==> src/rtl/temp_sample_ctrl.sv <==
// Temperature-sensor ADC sequencer: runs periodic bursts of 2^AVG_LOG2 conversions,
// averages each burst into a held output register and flags conversions that never finish.
module temp_sample_ctrl #(
   parameter int unsigned           DATA_WIDTH = 12,
   parameter int unsigned           AVG_LOG2   = 2,
   parameter int unsigned           PERIOD     = 1000,
   parameter int unsigned           TIMEOUT    = 255,
   parameter logic [DATA_WIDTH-1:0] RESET_VAL  = {DATA_WIDTH{1'b0}}
) (
   input  logic                  clk,
   input  logic                  rst,
   input  logic                  en,
   output logic                  adc_start,
   input  logic                  adc_done,
   input  logic [DATA_WIDTH-1:0] adc_data,
   output logic [DATA_WIDTH-1:0] temp_out,
   output logic                  temp_valid,
   output logic                  timeout_err,
   input  logic                  err_clr,
   output logic                  busy
);

   localparam int unsigned ACC_W  = DATA_WIDTH + AVG_LOG2;
   localparam int unsigned CNT_W  = AVG_LOG2 + 1;
   localparam int unsigned TCNT_W = $clog2(TIMEOUT + 1);
   localparam int unsigned PCNT_W = $clog2(PERIOD + 1);

   localparam logic [CNT_W-1:0]  LAST_SAMPLE = CNT_W'((1 << AVG_LOG2) - 1);
   localparam logic [TCNT_W-1:0] TCNT_LAST   = TCNT_W'(TIMEOUT - 1);
   localparam logic [PCNT_W-1:0] PCNT_LAST   = PCNT_W'(PERIOD - 1);

   typedef enum logic [1:0] {
      IDLE  = 2'd0,
      START = 2'd1,
      CONV  = 2'd2,
      WAIT  = 2'd3
   } state_t;

   state_t              state;
   logic [ACC_W-1:0]    acc;
   logic [CNT_W-1:0]    cnt;
   logic [TCNT_W-1:0]   tcnt;
   logic [PCNT_W-1:0]   pcnt;
   logic [ACC_W-1:0]    sum;

   // Accumulator sized so a full burst of maximum samples cannot overflow.
   assign sum  = acc + ACC_W'(adc_data);
   assign busy = (state == START) || (state == CONV);

   always_ff @(posedge clk or posedge rst) begin
      if (rst) begin
         state       <= IDLE;
         adc_start   <= 1'b0;
         temp_valid  <= 1'b0;
         timeout_err <= 1'b0;
         temp_out    <= RESET_VAL;
         acc         <= '0;
         cnt         <= '0;
         tcnt        <= '0;
         pcnt        <= '0;
      end else begin
         // NOTE: with non-blocking assignments the last write in this block wins, so a
         // timeout set further down overrides the err_clr default here.
         adc_start  <= 1'b0;
         temp_valid <= 1'b0;
         if (err_clr)
            timeout_err <= 1'b0;

         unique case (state)
            IDLE: begin
               if (en) begin
                  acc       <= '0;
                  cnt       <= '0;
                  adc_start <= 1'b1;
                  state     <= START;
               end
            end

            START: begin
               tcnt  <= '0;
               state <= CONV;
            end

            CONV: begin
               if (adc_done) begin
                  acc <= sum;
                  cnt <= cnt + CNT_W'(1);
                  if (cnt == LAST_SAMPLE) begin
                     temp_out   <= sum[ACC_W-1:AVG_LOG2];
                     temp_valid <= 1'b1;
                     pcnt       <= '0;
                     state      <= WAIT;
                  end else begin
                     adc_start <= 1'b1;
                     state     <= START;
                  end
               end else if (tcnt == TCNT_LAST) begin
                  timeout_err <= 1'b1;
                  pcnt        <= '0;
                  state       <= WAIT;
               end else begin
                  tcnt <= tcnt + TCNT_W'(1);
               end
            end

            WAIT: begin
               if (!en) begin
                  state <= IDLE;
               end else if (pcnt == PCNT_LAST) begin
                  acc       <= '0;
                  cnt       <= '0;
                  adc_start <= 1'b1;
                  state     <= START;
               end else begin
                  pcnt <= pcnt + PCNT_W'(1);
               end
            end

            default: state <= IDLE;
         endcase
      end
   end

endmodule

==> config.mk <==
export PLATFORM = sky130hd
export DESIGN_NAME = temp_sample_ctrl
export DESIGN_NICKNAME = d
export VERILOG_FILES = /design/src/rtl/temp_sample_ctrl.sv
export SDC_FILE = /design/constraint.sdc
export NUM_CORES = 1
export LEC_CHECK = 0
export BUFFER_PORTS_ARGS = -buffer_cell sky130_fd_sc_hd__buf_4
export CAP_MARGIN = 5
export CORE_MARGIN = 2
export CORE_UTILIZATION = 58
export DETAILED_ROUTE_END_ITERATION = 8
export HOLD_SLACK_MARGIN = 0.03
export PLACE_DENSITY = 0.81
export SYNTH_ARGS = -nofsm -noshare
export SYNTH_HDL_FRONTEND = slang
export SYNTH_SLANG_ARGS = --single-unit
==> constraint.sdc <==
create_clock -name clk -period 2.7 [get_ports clk]
set_input_delay 0.405 -clock clk [delete_from_list [all_inputs] [get_ports clk]]
set_output_delay 0.405 -clock clk [all_outputs]
set_load 0.05 [all_outputs]
## After elaboration in Yosys (flattened, before gate mapping)

Cells that the tools add are included.

- Add/subtract/negate cells: 4
- $mul: 0
- Divide/modulo/power cells: 0
- $lt $le $gt $ge: 0
- Eq/ne operators: 16
- Shift-type cells: 0
- Muxes and demuxes: 39
- Bitwise operators: 0
- Reduce and logical (&&, ||, !) cells: 10

Operators with widths:

| cell | count |
|---|---|
| two-way mux 14 bit | 4 |
| two-way mux 10 bit | 5 |
| one-hot mux 14 bit (3 select lines) | 1 |
| one-hot mux 10 bit (2 select lines) | 1 |
| two-way mux 8 bit | 2 |
| one-hot mux 8 bit (2 select lines) | 1 |
| adder 14 x 12 -> 14 bit | 1 |
| inequality test 2 bit (second input constant) | 7 |
| two-way mux 1 bit | 12 |
| two-way mux 2 bit | 6 |
| two-way mux 3 bit | 4 |
| adder 10 x 1 -> 10 bit (second input constant) | 1 |
| == test 10 bit (second input constant) | 1 |
| AND reduction 5 bit | 2 |
| one-hot mux 3 bit (3 select lines) | 1 |
| AND reduction 3 bit | 3 |
| adder 8 x 1 -> 8 bit (second input constant) | 1 |
| == test 8 bit (second input constant) | 1 |
| one-hot mux 2 bit (4 select lines) | 1 |
| inequality test 3 x 2 -> 1 bit (second input constant) | 2 |
| == test 2 bit (second input constant) | 2 |
| nonzero test 2 bit | 2 |
| adder 3 x 1 -> 3 bit (second input constant) | 1 |
| == test 3 x 2 -> 1 bit (second input constant) | 1 |
| 6 further kinds | 6 |

- Bits in registers: 52
- Latch bits: 0
- RAM bits: 0
- ROM bits: 0
- Bits of input ports: 17
- Output and inout port bits: 16
- Logic and storage cells: 78
- Memories kept: 0

## Longest topological paths before layout

- Word-level depth: 4
- Gate-level depth with buffers: 11
- Gate-level depth less buffers: 8

## Least setup slack after synthesis

No wires, ideal clock.

- Path type: reg-to-reg
- Start point: register state[0]
- End point: register pcnt[5]
- Data arrival time: 2.269 ns
- Data required time: 2.541 ns
- Setup slack: 0.273 ns
- Stages on the path, launching flop included: 12
- Cells stage by stage: dfrtp_1 > inv_1 > ha_1 > clkbuf_1 > nand2b_1 > a41oi_4 > or4_4 > buf_6 > buf_6 > nor3_1 > xnor2_1 > nor2_1

- Word-level cells in the longest chain between the ends: 3
- Elaborated cells between the ends (all ways): 9
- Classes of those cells: eq/ne (6); mux (1); reduce/logical (2)

Ends and longest elaborated chain:

| element | RTL line | RTL |
|---|---|---|
| start: declaration | 39 | `state_t state;` |
| start signal: assignment | 52 | `state <= IDLE;` |
| start signal: assignment | 75 | `state <= START;` |
| start signal: assignment | 81 | `state <= CONV;` |
| == test 2 bit | 69 | `unique case (state)` |
| inequality test 3 x 2 -> 1 bit (no source line), or another cell as far along | - |  |
| AND reduction 5 bit (no source line) | - |  |
| end signal: assignment | 115 | `pcnt <= pcnt + PCNT_W'(1);` |
| end: declaration | 43 | `logic [PCNT_W-1:0] pcnt;` |

Parallel ways exist; a longest one is shown, timed or not.
A chain may end at the register's enable or synchronous reset.

## Worst setup path after layout

- Start point: register state[0]
- End point: register pcnt[9]

Same word-level chain as after synthesis.

==> reports/qor.yml <==
critical_path:
  end_kind: "register"
  worst-setup-path-type: "register to register"
  arrival_ns: 2.61
  worst_ep_required_time_ns: 2.89
  crit_fanout: 15
  worstSetupStartpointType: "register"
cts:
  cts.path.max_buffers: 2
  cts_setup_buffers: 0
  cts_resized: 0
  cts_tree: "yes"
  clk_pin_slew_worst_paths_ns: 0.09
  clock_latency_ns: 0.30
  cts_hold_buf: 0
  cts_buffers: 5
  h-tree-depth: 2
  clock_sinks: 52
  cts_root_buf: "clkbuf_8"
yosys:
  ys_seq_area_share_pct: 43.6
  synth-seq-cells: 52
  netlist_area_mm2: 0.00299
  synth.avg_cell_area_um2: 9.51
  postSynthCellCount: 314
  yosysTopAreaCellShare_pct: 43.6
  synth_fp_nets: 355
  synth.area.top_cells: "dfrtp_1, ha_1, nand2_1, o21ai_0, xor2_1"
  synthDistinctLibCells: 44
  synth.largest_area_cell: "dfrtp_1"
  yosysWarnings: 0
drt:
  drt_iter0_drc: 101
  vias: 2393
  drc_errors: 0
  antenna_left: 0
  firstDrtPassIters: 5
  drt_wl_total_mm: 5.91
  avgViaCountPerCell: 5.70
  routedWlPerCell_um: 14.1
timing:
  rsz0062_at_grt: "no"
  skew_ns: 0.00360
  fin_crit_sh_pct: 89.6
  fmax_mhz: 413
  hold_slack_ns: 0.0805
  period_minus_slack_ns: 2.42
  fin_ws_ns: 0.279
  hold_viol: 0
  drv_slew: 0
  tns_ns: 0
  worstMarginPinSlew_ns: 0.884
  relSlewSlack_pct: 40.5
  final-setup-viol-count: 0
floorplanning:
  dieWidth_um: 75.7
  start_util_pct: 59.2
  dieArea_mm2: 0.00574
  core_area_mm2: 0.00504
  rows: 26
  boundaryPins: 33
  fp.dieH_um: 75.7
power:
  power.share.switching_pct: 43.6
  combPwrFrac_pct: 48.2
  finalPower_mw: 2.85
  p_seq_share_pct: 36.0
  ir_drop_mv: 0.550
  p_switching_mw: 1.24
  p_clk_share_pct: 15.8
  p_int_mw: 1.61
  p_leak_nw: 1.65
  power.density_mw_per_mm2: 838
global_route:
  track_usage_pct: 23.0
  grt_pass1_wl_mm: 10.2
  grt_max_degree: 26
  grt_util_met2_pct: 40.4
  gr-total-overflow: 0
  antenna_found_initial: 0
  grt_use_met3_pct: 3.44
  use_met1_pct: 29.4
  grt_pass1_vias: 2329
  busiest_layer: "met2"
cells_and_area:
  final_cell_mix: "dfrtp_1, nand2_1, buf_4"
  nets: 390
  layout-drive-gt1-share_pct: 15.4
  layout_commonest_cell: "dfrtp_1"
  final_util_pct: 67.5
  num-fill-cells: 401
  num_antenna_cells: 0
  syn_to_final_growth_pct: 14.0
place:
  gp_congestion: 0.915
  dpl.hpwl_mm: 4.42
  port_buffers: 32
  dp_slack_ns: 0.273
run_status:
  outcome: "complete, no violations"
run:
  maxCapViolations: 0
min_path:
  min_path_type: "input port to asynchronous set/reset pin"
## state kept, by name, summed over array words and instances, names as in the netlist
name / flops
tcnt: 8
timeout_err: 1
adc_start: 1
cnt: 3
pcnt: 10
acc: 14
temp_valid: 1
state: 2
temp_out: 12
## power by group through the flow
stage               clock network, mW  registers, mW  logic (mW)
global placement                    0           1.03        1.34
finish                          0.451           1.03        1.37
global route                    0.497           1.05        1.52
detailed placement                  0           1.04        1.37
CTS                             0.464           1.03        1.37
floorplan                           0           1.17       0.868
## kinds of logic after synthesis
| logic type | synth area share, % |
|---|---|
| DFF | 43.6 |
| xor gates and xnor gates | 6.75 |
| AOI/OAI and AO/OA | 16.3 |
| and+or+nand+nor | 19.2 |
| adders and majority gates | 10.3 |
| buffers and inverters | 3.90 |
## critical path, stage by stage, from the launching register on
cell      delay, ns
dfrtp_1        0.43
inv_1          0.13
ha_1           0.23
nand2b_1       0.19
a41oi_4        0.09
or4_4          0.66
nor4_1         0.37
xnor2_1        0.16
nor2_1         0.05
## cells in the mapped netlist
| master | instances |
|---|---|
| dfrtp_1 | 52 |
| nand2_1 | 43 |
| o21ai_0 | 27 |
| ha_1 | 23 |
| nor2_1 | 18 |
| a21oi_1 | 17 |
| inv_1 | 15 |
| xor2_1 | 12 |
| nand3_1 | 11 |
| xnor2_1 | 11 |
| clkbuf_1 | 8 |
| o31ai_1 | 8 |
| a21o_1 | 6 |
| nand3b_1 | 5 |
| nand4_1 | 5 |
| nor4_1 | 5 |
| and3_1 | 4 |
| nand2b_1 | 4 |
| nor2b_1 | 4 |
| nor3_1 | 4 |
| a31oi_1 | 3 |
| or3_1 | 3 |
| a2111oi_0 | 2 |
| a22o_1 | 2 |
| buf_6 | 2 |
| o21ai_1 | 2 |
| a31o_2 | 1 |
| a41o_1 | 1 |
| a41oi_4 | 1 |
| and2_1 | 1 |
| and4_1 | 1 |
| buf_4 | 1 |
| fa_1 | 1 |
| nor4_2 | 1 |
| nor4_4 | 1 |
| nor4b_1 | 1 |
| o21a_1 | 1 |
| o21bai_1 | 1 |
| o221a_2 | 1 |
| o22ai_1 | 1 |
| o311ai_1 | 1 |
| o31a_1 | 1 |
| or2_2 | 1 |
| or4_4 | 1 |
## layer usage
metal	routed length (um)	share of wire, %
met4	51	0.86
met3	186	3.1
met1	2700	46
met2	2970	50
met5	0	0
## stage by stage
step	cell area, um2	cells
after floorplan	2990	314
after global placement	3310	412
after detailed placement	3310	412
after CTS	3400	420
after global routing	3400	420
final	3400	420
## final timing paths
path | start | to | slack, ns | cells after the start
setup reg to reg | state[0] | pcnt[9] | 0.28 | 8
hold reg to reg | cnt[1] | cnt[1] | 0.48 | 2
max in group asynchronous | rst | cnt[1] | 2.04 | 3
setup / recovery | state[0] | pcnt[9] | 0.28 | 8
min in group clk | err_clr | timeout_err | 0.28 | 2
hold / removal | rst | pcnt[8] | 0.08 | 2
## final cells by class
| type | instances | area [um2] | share of cell area, % |
|---|---|---|---|
| multi-input cells | 236 | 1570 | 46.3 |
| clock buffers | 8 | 90.1 | 2.65 |
| repair buffers | 39 | 293 | 8.61 |
| flip-flops and latches | 52 | 1300 | 38.2 |
| well taps | 70 | 87.6 | 2.57 |
| inverters | 15 | 56.3 | 1.66 |
(Power assumes the default switching activity.)
